===== config.mk =====
export PLATFORM = sky130hd
export DESIGN_NAME = cic3_frame_serializer_flat
export DESIGN_NICKNAME = d
export VERILOG_FILES = /design/src/rtl/echip65_serdes_pkg.sv /design/src/rtl/cic3_frame_serializer_if.sv /design/src/rtl/serdes_lane_shifter.sv /design/src/rtl/cic3_frame_serializer.sv /design/src/flat_wrapper.sv
export SDC_FILE = /design/constraint.sdc
export NUM_CORES = 1
export LEC_CHECK = 0
export ABC_CLOCK_PERIOD_IN_PS = 3150
export CAP_MARGIN = 5
export CORE_UTILIZATION = 56
export CTS_CLUSTER_DIAMETER = 60
export DETAILED_ROUTE_END_ITERATION = 7
export HOLD_SLACK_MARGIN = 0.06
export PLACE_DENSITY = 0.8
export RECOVER_POWER = 50
export REMOVE_ABC_BUFFERS = 1
export SYNTH_ARGS = -nofsm -noshare
export SYNTH_HDL_FRONTEND = slang
export SYNTH_SLANG_ARGS = --single-unit

===== constraint.sdc =====
create_clock -name clk -period 3.15 [get_ports clk]
set_input_delay 0.63 -clock clk [delete_from_list [all_inputs] [get_ports clk]]
set_output_delay 0.63 -clock clk [all_outputs]
set_load 0.1 [all_outputs]

===== src/rtl/echip65_serdes_pkg.sv =====
// ---------------------------------------------------------------------------
// echip65_serdes_pkg
// Shared types and constants for the CIC3 frame serializer.
//   state_e              : serializer FSM states
//   SYNC_W_DEFAULT       : default sync header length in bits
//   SYNC_PATTERN_DEFAULT : default sync header value (sent MSB first)
//   frame_len()          : serial frame length in clk cycles
// ---------------------------------------------------------------------------
package echip65_serdes_pkg;

  typedef enum logic [1:0] {
    ST_IDLE,
    ST_HEADER,
    ST_DATA,
    ST_PARITY
  } state_e;

  localparam int              SYNC_W_DEFAULT       = 8;
  localparam logic [7:0]      SYNC_PATTERN_DEFAULT = 8'hA5;

  // Cycles from the first header bit to the last bit of a lane frame.
  function automatic int frame_len(int cpl, int data_w, bit parity);
    return SYNC_W_DEFAULT + cpl * data_w + (parity ? 1 : 0);
  endfunction

endpackage


===== src/rtl/cic3_frame_serializer_if.sv =====
// ---------------------------------------------------------------------------
// cic3_frame_serializer_if
// Parallel capture side and serial output side of the frame serializer.
//   enable, sclk, din, clr_overrun : driven by the producer (master)
//   sdata, fsync, busy, overrun    : driven by the serializer (slave)
// ---------------------------------------------------------------------------
interface cic3_frame_serializer_if #(
  parameter int NUM_CH    = 12,
  parameter int DATA_W    = 25,
  parameter int NUM_LANES = 4
);
  logic                       enable;
  logic                       sclk;
  logic [NUM_CH*DATA_W-1:0]   din;
  logic                       clr_overrun;
  logic [NUM_LANES-1:0]       sdata;
  logic                       fsync;
  logic                       busy;
  logic                       overrun;

  modport master (
    output enable, sclk, din, clr_overrun,
    input  sdata, fsync, busy, overrun
  );

  modport slave (
    input  enable, sclk, din, clr_overrun,
    output sdata, fsync, busy, overrun
  );
endinterface


===== src/rtl/serdes_lane_shifter.sv =====
// ---------------------------------------------------------------------------
// serdes_lane_shifter
// One serial lane: parallel load of W bits, shift-left on shift_en, MSB out.
// With SERIAL_PARITY_EN defined, also keeps the even parity of every bit
// shifted out since the last load.
//   clk, reset_n : clock, async active-low reset
//   load         : load load_data (has priority over shift_en)
//   shift_en     : shift left by one, zero fill
//   msb          : current MSB of the shift register
//   parity       : (SERIAL_PARITY_EN only) XOR of the bits shifted out
// ---------------------------------------------------------------------------
module serdes_lane_shifter #(
  parameter int W = 75
) (
  input  logic         clk,
  input  logic         reset_n,
  input  logic         load,
  input  logic [W-1:0] load_data,
  input  logic         shift_en,
`ifdef SERIAL_PARITY_EN
  output logic         parity,
`endif
  output logic         msb
);

  logic [W-1:0] data_q, data_d;

  // NOTE: every signal assigned in an always_comb gets a default first;
  // a path that leaves one unassigned would infer a latch.
  always_comb begin
    data_d = data_q;
    if (load) begin
      data_d = load_data;
    end else if (shift_en) begin
      data_d = {data_q[W-2:0], 1'b0};
    end
  end

`ifdef SERIAL_PARITY_EN
  logic par_q, par_d;

  always_comb begin
    par_d = par_q;
    if (load) begin
      par_d = 1'b0;
    end else if (shift_en) begin
      par_d = par_q ^ data_q[W-1];
    end
  end

  always_ff @(posedge clk or negedge reset_n) begin
    if (!reset_n) par_q <= 1'b0;
    else          par_q <= par_d;
  end

  assign parity = par_q;
`endif

  // NOTE: state is updated with non-blocking assignments only, so every
  // flop samples the pre-edge values regardless of statement order.
  always_ff @(posedge clk or negedge reset_n) begin
    if (!reset_n) data_q <= '0;
    else          data_q <= data_d;
  end

  assign msb = data_q[W-1];

endmodule


===== src/rtl/cic3_frame_serializer.sv =====
// ---------------------------------------------------------------------------
// cic3_frame_serializer
// Captures all NUM_CH CIC3 outputs on a rising sclk into a shadow buffer and
// streams them on NUM_LANES serial lanes: SYNC_W header bits (SYNC_PATTERN,
// MSB first) then CPL channels per lane, lowest channel first, MSB first.
// A new capture may overlap transmission (shadow + lane shifters form a
// double buffer); a pending frame follows the current one with no gap.
// Optional feature macro: SERIAL_PARITY_EN adds one even-parity bit per lane
// after the data.
//   clk, reset_n : clock, async active-low reset
//   bus (slave)  : enable, sclk, din, clr_overrun in; sdata, fsync, busy,
//                  overrun out (all outputs registered)
// ---------------------------------------------------------------------------
module cic3_frame_serializer
  import echip65_serdes_pkg::*;
#(
  parameter int               NUM_CH       = 12,
  parameter int               DATA_W       = 25,
  parameter int               NUM_LANES    = 4,
  parameter int               SYNC_W       = SYNC_W_DEFAULT,
  parameter logic [SYNC_W-1:0] SYNC_PATTERN = SYNC_PATTERN_DEFAULT
) (
  input logic                    clk,
  input logic                    reset_n,
  cic3_frame_serializer_if.slave bus
);

  localparam int CPL    = NUM_CH / NUM_LANES;
  localparam int LANE_W = CPL * DATA_W;
  localparam int CNT_W  = $clog2(LANE_W > SYNC_W ? LANE_W : SYNC_W);

  state_e                   state_q, state_d;
  logic [CNT_W-1:0]         cnt_q, cnt_d;
  logic [SYNC_W-1:0]        hdr_q, hdr_d;
  logic [NUM_LANES-1:0]     sdata_q, sdata_d;
  logic                     fsync_q, fsync_d;
  logic                     busy_q, busy_d;
  logic                     overrun_q, overrun_d;
  logic                     pending_q, pending_d;
  logic                     sclk_q;
  logic [NUM_CH*DATA_W-1:0] shadow_q, shadow_d;

  logic                     capture;
  logic                     load;
  logic                     shift_en;
  logic                     frame_end;
  logic [NUM_LANES-1:0]     lane_msb;
  logic [NUM_LANES-1:0][LANE_W-1:0] lane_word;

  assign capture = bus.sclk & ~sclk_q & bus.enable;

  // Lane l carries channels l*CPL.. l*CPL+CPL-1; the lowest channel goes to
  // the top of the shift word so it leaves first.
  for (genvar l = 0; l < NUM_LANES; l++) begin : g_lane
    for (genvar c = 0; c < CPL; c++) begin : g_ch
      assign lane_word[l][(CPL-1-c)*DATA_W +: DATA_W] =
        shadow_q[(l*CPL+c)*DATA_W +: DATA_W];
    end
  end

`ifdef SERIAL_PARITY_EN
  logic [NUM_LANES-1:0] lane_par;
`endif

  for (genvar l = 0; l < NUM_LANES; l++) begin : g_shift
    serdes_lane_shifter #(.W(LANE_W)) u_shift (
      .clk       (clk),
      .reset_n   (reset_n),
      .load      (load),
      .load_data (lane_word[l]),
      .shift_en  (shift_en),
`ifdef SERIAL_PARITY_EN
      .parity    (lane_par[l]),
`endif
      .msb       (lane_msb[l])
    );
  end

  always_comb begin
    state_d   = state_q;
    cnt_d     = cnt_q;
    hdr_d     = hdr_q;
    sdata_d   = sdata_q;
    fsync_d   = 1'b0;
    load      = 1'b0;
    shift_en  = 1'b0;
    frame_end = 1'b0;

    case (state_q)
      ST_IDLE: sdata_d = '0;
      ST_HEADER: begin
        if (cnt_q != '0) begin
          sdata_d = {NUM_LANES{hdr_q[SYNC_W-1]}};
          hdr_d   = {hdr_q[SYNC_W-2:0], 1'b0};
          cnt_d   = cnt_q - CNT_W'(1);
        end else begin
          state_d  = ST_DATA;
          sdata_d  = lane_msb;
          shift_en = 1'b1;
          cnt_d    = CNT_W'(LANE_W - 1);
        end
      end
      ST_DATA: begin
        if (cnt_q != '0) begin
          sdata_d  = lane_msb;
          shift_en = 1'b1;
          cnt_d    = cnt_q - CNT_W'(1);
        end else begin
`ifdef SERIAL_PARITY_EN
          state_d = ST_PARITY;
          sdata_d = lane_par;
`else
          frame_end = 1'b1;
`endif
        end
      end
`ifdef SERIAL_PARITY_EN
      ST_PARITY: frame_end = 1'b1;
`endif
      default: state_d = ST_IDLE;
    endcase

    if (frame_end) begin
      state_d = ST_IDLE;
      sdata_d = '0;
    end

    // Start (or chain, gap-free) a frame; shifters take the shadow as it
    // stands before this edge, so a same-edge capture is not lost.
    if ((state_q == ST_IDLE || frame_end) && pending_q) begin
      load    = 1'b1;
      state_d = ST_HEADER;
      fsync_d = 1'b1;
      sdata_d = {NUM_LANES{SYNC_PATTERN[SYNC_W-1]}};
      hdr_d   = {SYNC_PATTERN[SYNC_W-2:0], 1'b0};
      cnt_d   = CNT_W'(SYNC_W - 1);
    end

    busy_d = (state_d != ST_IDLE);

    pending_d = pending_q;
    if (load)    pending_d = 1'b0;
    if (capture) pending_d = 1'b1;

    shadow_d = capture ? bus.din : shadow_q;

    // A new overrun event takes precedence over a same-cycle clear.
    overrun_d = overrun_q;
    if (capture && pending_q && !load) overrun_d = 1'b1;
    else if (bus.clr_overrun)          overrun_d = 1'b0;
  end

  // NOTE: the wide shadow buffer is reset along with the control state so
  // the lane shifters never load X after reset.
  always_ff @(posedge clk or negedge reset_n) begin
    if (!reset_n) begin
      state_q   <= ST_IDLE;
      cnt_q     <= '0;
      hdr_q     <= '0;
      sdata_q   <= '0;
      fsync_q   <= 1'b0;
      busy_q    <= 1'b0;
      overrun_q <= 1'b0;
      pending_q <= 1'b0;
      sclk_q    <= 1'b0;
      shadow_q  <= '0;
    end else begin
      state_q   <= state_d;
      cnt_q     <= cnt_d;
      hdr_q     <= hdr_d;
      sdata_q   <= sdata_d;
      fsync_q   <= fsync_d;
      busy_q    <= busy_d;
      overrun_q <= overrun_d;
      pending_q <= pending_d;
      sclk_q    <= bus.sclk;
      shadow_q  <= shadow_d;
    end
  end

  assign bus.sdata   = sdata_q;
  assign bus.fsync   = fsync_q;
  assign bus.busy    = busy_q;
  assign bus.overrun = overrun_q;

endmodule


===== src/flat_wrapper.sv =====
// flat-port wrapper written by rule: the top's interface ports become plain ports
module cic3_frame_serializer_flat import echip65_serdes_pkg::*;
#(
  parameter int               NUM_CH       = 12,
  parameter int               DATA_W       = 25,
  parameter int               NUM_LANES    = 4,
  parameter int               SYNC_W       = SYNC_W_DEFAULT,
  parameter logic [SYNC_W-1:0] SYNC_PATTERN = SYNC_PATTERN_DEFAULT
)
  (clk, reset_n, bus_enable, bus_sclk, bus_din, bus_clr_overrun, bus_sdata, bus_fsync, bus_busy, bus_overrun);
  cic3_frame_serializer_if #(.NUM_CH(NUM_CH), .DATA_W(DATA_W), .NUM_LANES(NUM_LANES)) bus_i ();
  input logic clk;
  input logic reset_n;
  input wire logic [$bits(bus_i.enable)-1:0] bus_enable;
  input wire logic [$bits(bus_i.sclk)-1:0] bus_sclk;
  input wire logic [$bits(bus_i.din)-1:0] bus_din;
  input wire logic [$bits(bus_i.clr_overrun)-1:0] bus_clr_overrun;
  output wire logic [$bits(bus_i.sdata)-1:0] bus_sdata;
  output wire logic [$bits(bus_i.fsync)-1:0] bus_fsync;
  output wire logic [$bits(bus_i.busy)-1:0] bus_busy;
  output wire logic [$bits(bus_i.overrun)-1:0] bus_overrun;
  assign bus_i.enable = bus_enable;
  assign bus_i.sclk = bus_sclk;
  assign bus_i.din = bus_din;
  assign bus_i.clr_overrun = bus_clr_overrun;
  assign bus_sdata = bus_i.sdata;
  assign bus_fsync = bus_i.fsync;
  assign bus_busy = bus_i.busy;
  assign bus_overrun = bus_i.overrun;
  cic3_frame_serializer #(.NUM_CH(NUM_CH), .DATA_W(DATA_W), .NUM_LANES(NUM_LANES), .SYNC_W(SYNC_W), .SYNC_PATTERN(SYNC_PATTERN)) u_core (.clk(clk), .reset_n(reset_n), .bus(bus_i));
endmodule

=== Yosys cells after proc, flatten, opt, wreduce, memory -nomap -nowiden ===
Cells that the tools add are included.

* $add $sub $neg: 1
* $mul: 0
* Divide/modulo/power cells: 0
* Order comparisons: 0
* Equal/unequal tests: 4
* Shift operators: 0
* Mux-type cells: 33
* Bitwise logic cells: 3
* Reduce and logical (&&, ||, !) cells: 19

{| class="wikitable"
|+ Operators with widths
! cell !! number
|-
| 75-bit two-way mux || 8
|-
| 8-bit two-way mux || 3
|-
| 7-bit two-way mux || 3
|-
| 4-bit two-way mux || 4
|-
| 7-bit case mux with 2 select lines || 1
|-
| 4-bit case mux with 3 select lines || 1
|-
| 2-bit nonzero test || 6
|-
| 1-bit two-way mux || 8
|-
| 7-bit nonzero test || 1
|-
| 7-bit by 1-bit subtractor with 7-bit output (second input constant) || 1
|-
| 2-bit two-way mux || 3
|-
| 2-bit AND reduction || 3
|-
| 5-bit nonzero test || 1
|-
| 4-bit by 1-bit != test with 1-bit output (second input constant) || 1
|-
| 2-bit case mux with 2 select lines || 1
|-
| 1-bit logical AND || 3
|-
| 3-bit by 1-bit != test with 1-bit output (second input constant) || 1
|-
| 3-bit nonzero test || 1
|-
| 1-bit AND || 2
|-
| 2-bit by 1-bit == test with 1-bit output (second input constant) || 1
|-
| 2-bit == test (second input constant) || 1
|-
| 2-bit zero test || 1
|-
| 1-bit case mux with 2 select lines || 1
|-
| 2-bit OR reduction || 1
|-
| other kinds (3) || 3
|}

* Bits in registers: 626
* Bits in latches: 0
* Memory bits (writable): 0
* Memory bits (read-only): 0
* Bits of input ports: 305
* Output and inout bits: 7
* Word-level logic and storage cells: 74
* Memories kept: 0

=== Depth between registers and ports, before layout ===
* Word-level depth: 9
* Mapped depth: 10
* Mapped depth without buffers: 7

=== Modules after synthesis ===
Synthesis repeated with hierarchy kept, for this count alone.

* Cell total of the unflattened synthesis: 2067
* Area, all modules: 26262.7 um^2

{| class="wikitable"
|+ Modules (own cells, without submodules)
! module !! times used !! cells an instance !! area an instance (um^2) !! sequential area each (um^2)
|-
| serdes_lane_shifter || 4 || 325 || 3498.4 || 1876.8
|-
| cic3_frame_serializer || 1 || 767 || 12269.3 || 8132.8
|}

=== Least setup slack after synthesis ===
Ideal clock, no wire load.

* Kind: register to register
* Start: register u_core.state_q[0]
* End: register u_core.g_shift[0].u_shift.data_q[32]
* Setup time: 77 ps
* Arrival time: 2188 ps
* Required time: 3073 ps
* Path slack: 885 ps
* Stages on the path, launching flop included: 11
* Path buffers: 3
* Clock period less this slack: 2265 ps
* Cells stage by stage: dfrtp_1 inv_1 ha_1 buf_2 nor3b_1 a31oi_2 inv_2 clkbuf_1 buf_1 a31oi_1 a21oi_1

* Cells in the longest elaborated chain, start to end: 6
* Elaborated cells on any way between the ends: 10
* Classes of those cells: eq/ne (2); mux (4); reduce/logical (4)

{| class="wikitable"
|+ RTL lines
! item !! line !! RTL
|-
| start: declaration || cic3_frame_serializer.sv:32 || <nowiki>state_e state_q, state_d;</nowiki>
|-
| start signal: assignment || cic3_frame_serializer.sv:168 || <nowiki>state_q <= state_d;</nowiki>
|-
| 2-bit == test || cic3_frame_serializer.sv:89 || <nowiki>case (state_q)</nowiki>
|-
| 1-bit two-way mux || cic3_frame_serializer.sv:89 ||
|-
| 1-bit logical OR || cic3_frame_serializer.sv:130 || <nowiki>if ((state_q == ST_IDLE || frame_end) && pending_q) begin</nowiki>
|-
| 1-bit logical AND || cic3_frame_serializer.sv:130 ||
|-
| 1-bit two-way mux || cic3_frame_serializer.sv:130 ||
|-
| 75-bit two-way mux or 2-bit nonzero test (tied branches) || - ||
|-
| end signal: assignment || serdes_lane_shifter.sv:63 || <nowiki>else data_q <= data_d;</nowiki>
|-
| end: declaration || serdes_lane_shifter.sv:26 || <nowiki>logic [W-1:0] data_q, data_d;</nowiki>
|}

Parallel ways exist; a longest one is shown, timed or not.
A chain may end at the register's enable or synchronous reset.

=== Worst setup path after layout ===
* Start: register u_core.state_q[0]
* End: register u_core.g_shift[2].u_shift.data_q[5]

* Cells in the longest elaborated chain, start to end: 6
* Elaborated cells on any way between the ends: 10
* Classes of those cells: eq/ne (2); mux (4); reduce/logical (4)

{| class="wikitable"
|+ RTL lines
! item !! line
|-
| 2-bit == test || cic3_frame_serializer.sv:89
|-
| 1-bit two-way mux || cic3_frame_serializer.sv:89
|-
| 1-bit logical OR || cic3_frame_serializer.sv:130
|-
| 1-bit logical AND || cic3_frame_serializer.sv:130
|-
| 1-bit two-way mux || cic3_frame_serializer.sv:130
|-
| 75-bit two-way mux or 2-bit nonzero test (tied branches) || -
|-
| end signal: assignment || serdes_lane_shifter.sv:63
|-
| end: declaration || serdes_lane_shifter.sv:26
|}

Parallel ways exist; a longest one is shown, timed or not.

==> results.py <==
metrics = {
    "placement": {
        "portBuffers": 311,
        "place_hpwl_mm": 38.8,
        "dp.cells": 3210,
        "pre_cts_slack_ns": 0.361,
        "place.gp.congestion": 0.809,
    },
    "sta": {
        "min_period_ns": 3.04,
        "drv_slew": 66,
        "slew_headroom_pct": -41.5,
        "clock_skew_ns": 0.0122,
        "final.period_utilization_pct": 96.6,
        "tightest_slew_ns": 2.12,
        "hold_viol": 0,
        "rsz0062_at_grt": "false",
        "max_freq_ghz": 0.329,
        "tns_ns": 0,
        "worst_slack_ns": 0.106,
        "setup-violations-final": 0,
    },
    "critical_path": {
        "critPathMaxStageDelay_ns": 0.64,
        "slowest_stage": "buf_12",
        "worstPathRequired_ns": 3.66,
        "crit_family": "compound AO/OA/AOI/OAI gates",
        "cp-start-kind": "register",
        "worstPathArrival_ns": 3.55,
        "cp_num_buf_inv": 2,
        "path_cells": "inv_1, ha_1, a21boi_4, buf_12, o21ai_0, a21oi_1",
        "criticalPathCategory": "register to register",
        "cp-end-kind": "register",
        "crit_fanout": 296,
    },
    "layout": {
        "final_util_pct": 68.9,
        "n_fill_cell": 3373,
        "syn_to_final_growth_pct": 20.7,
        "finalNetCount": 2978,
        "multiInputGateArea_um2": 10000,
        "drive_gt1_share_pct": 16.9,
        "instances_no_fill": 3320,
        "ff_latch_area_um2": 15600,
    },
    "cts": {
        "cts_resized": 0,
        "cts_sinks": 625,
        "cts_hold_buf": 1,
        "cts_tree": "built",
        "clk-insertion-delay-late_ns": 0.62,
        "clock-root-buffer": "clkbuf_16",
        "path_clk_slew_ns": 0.06,
        "post_cts_buffers": 0,
        "cts_max_path_buffers": 3,
        "cts_htree_levels": 2,
        "cts-buffers-inserted": 61,
    },
    "synth": {
        "synth_top_family_by_area": "compound AO/OA/AOI/OAI gates",
        "synth-compound-area-share_pct": 19.0,
        "ys_top_cells_by_area": "dfrtp_1 (59%), mux2_2 (13%), a31oi_1 (6.9%), a21oi_1 (5.7%), o21ai_0 (5.6%)",
        "synth_common_cells": "dfrtp_1 (625), nor2_1 (305), a21oi_1 (303), mux2_2 (300), o21ai_0 (298)",
        "avgSynthCellArea_um2": 10.8,
        "muxShareOfSynthArea_pct": 12.7,
        "yosysMostFrequentCell": "dfrtp_1",
        "yosysSeqAreaShare_pct": 58.6,
        "yosys.area_share.simple_pct": 5.50,
        "synth-xor-area-share_pct": 0,
        "syn_area_um2": 26700,
        "ys_types": 44,
        "async_reset_ff_share_pct": 100,
        "ys_seq_elements": 625,
        "ys_warn_count": 0,
        "yosysTopAreaCell": "dfrtp_1",
        "synth-main-ff-cell": "dfrtp_1",
        "syn_inst": 2466,
        "synth-edff-count": 0,
        "yosysTopAreaCellShare_pct": 58.6,
        "synth-adder-area-share_pct": 0.281,
    },
    "detailed_routing": {
        "wl_mm": 65.0,
        "drt.antenna.violating_nets": 0,
        "viasPerCell": 6.24,
        "drcViolationCount": 17,
        "num_vias": 20700,
        "wl_per_cell_um": 19.6,
        "drt_pass1_iterations": 7,
        "drt_iter0_drc": 2261,
    },
    "grt": {
        "grt_pass1_vias": 20200,
        "grt_overflow": 0,
        "grt_use_total_pct": 26.6,
        "grt_pass1_wl_mm": 104,
        "grt_antenna_before_repair": 2,
        "grt_start_max_net_pins": 297,
    },
    "power_and_ir_drop": {
        "p_seq_share_pct": 52.2,
        "p_comb_share_pct": 8.5,
        "p_leak_nw": 13.9,
        "cellPowerDensity_nw_per_um2": 554,
        "power.net_switching_mw": 4.04,
        "sw_frac_of_total_pct": 22.6,
        "p_int_mw": 13.8,
        "clkPwrFrac_pct": 39.3,
        "peakVddDrop_uv": 408,
    },
    "die": {
        "rows": 79,
        "initial_core_util_pct": 57.1,
        "fp.dieArea_um2": 48600,
        "io-pin-count": 312,
        "die_y_um": 220,
        "coreArea_um2": 46800,
        "die_x_um": 220,
    },
    "run_status": {
        "outcome": "complete, but fails checks",
        "violations": "DRC, capacitance limit, slew limit",
    },
    "run": {
        "drv_cap": 1,
    },
    "worst_hold_path": {
        "hp-class": "register to register",
    },
}
[logic make-up after synthesis]
kind of cell,count (synthesis)
buffers and inverters,244
AND/OR/NAND/NOR,366
multiplexers,302
adder cells (fa/ha/maj),6
AO/OA/AOI/OAI,923
flip-flops,625
[registers in the layout, summed over array words and instances, names as in the netlist, 2 cells and up]
register,cells
u_core.cnt_q,7
u_core.hdr_q,7
u_core.state_q,2
u_core.bus.sdata,4
u_core.g_shift.u_shift.data_q,300
u_core.shadow_q,300
[metrics by stage]
step                hold WS (ns)  total power [mW]  cell area (µm²)
detailed placement         0.474              11.0            30400
global route               0.513              18.5            32200
CTS                        0.449              18.0            32300
global placement           0.459              10.9            30400
finish                     0.482              17.9            32200
floorplan                  0.334              10.2            25700
[final cells by class]
type	count	area share, %
Antenna cell	1	0.00777
Clock buffer	92	5.63
Clock inverter	16	0.346
Inverter	12	0.163
Multi-Input combinational cell	1597	31.1
Sequential cell	625	48.5
Tap cell	607	2.36
Timing Repair Buffer	370	11.8
[worst paths after layout]
check / start / to / slack (ns) / cells past startpoint
setup / recovery: u_core.state_q[0] / u_core.g_shift[2].u_shift.data_q[5] / 0.11 / 6
hold / removal: u_core.shadow_q[275] / u_core.g_shift[3].u_shift.data_q[0] / 0.48 / 2
setup reg to reg: u_core.state_q[0] / u_core.g_shift[2].u_shift.data_q[5] / 0.11 / 6
hold reg to reg: u_core.shadow_q[275] / u_core.g_shift[3].u_shift.data_q[0] / 0.48 / 2
max in group asynchronous: reset_n / u_core.shadow_q[142] / 0.44 / 3
min in group asynchronous: reset_n / u_core.g_shift[2].u_shift.data_q[69] / 1.16 / 2
[metal layers]
metal / GRT usage [%] / part of all wire [%] / wire, µm / vias up
met4: 8.23 / 2.3 / 1510 / 2
met2: 41.6 / 48 / 31100 / 824
met1: 38.2 / 43 / 27800 / 10500
li1: - / - / - / 9283
met5: 0 / 0.015 / 10 / -
met3: 4.51 / 7.0 / 4550 / 112
[power groups by stage]
stage	logic [mW]	clock network (mW)	registers, mW
after global placement	1.47	0	9.40
final	1.52	7.02	9.32
after detailed placement	1.54	0	9.43
after CTS	1.56	7.14	9.30
after floorplan	0.904	0	9.27
after global routing	1.66	7.45	9.39
[worst register-to-register path: stages (launching register included)]
cell	delay (ns)
dfrtp_1	0.43
inv_1	0.13
ha_1	0.44
a21boi_4	0.27
buf_12	0.64
o21ai_0	0.70
a21oi_1	0.32
[cell usage in the layout, fill, tap and decap left out, drive strengths merged, types with 33 or more instances in the layout]
cell type and n:
a21oi 303, mux2 300, a31oi 297, dfrtp 625
nand2 33, clkdlybuf4s50 302, buf 54, o21ai 306
nor2 305, clkbuf 104
Power figures use the tool's default switching activity.
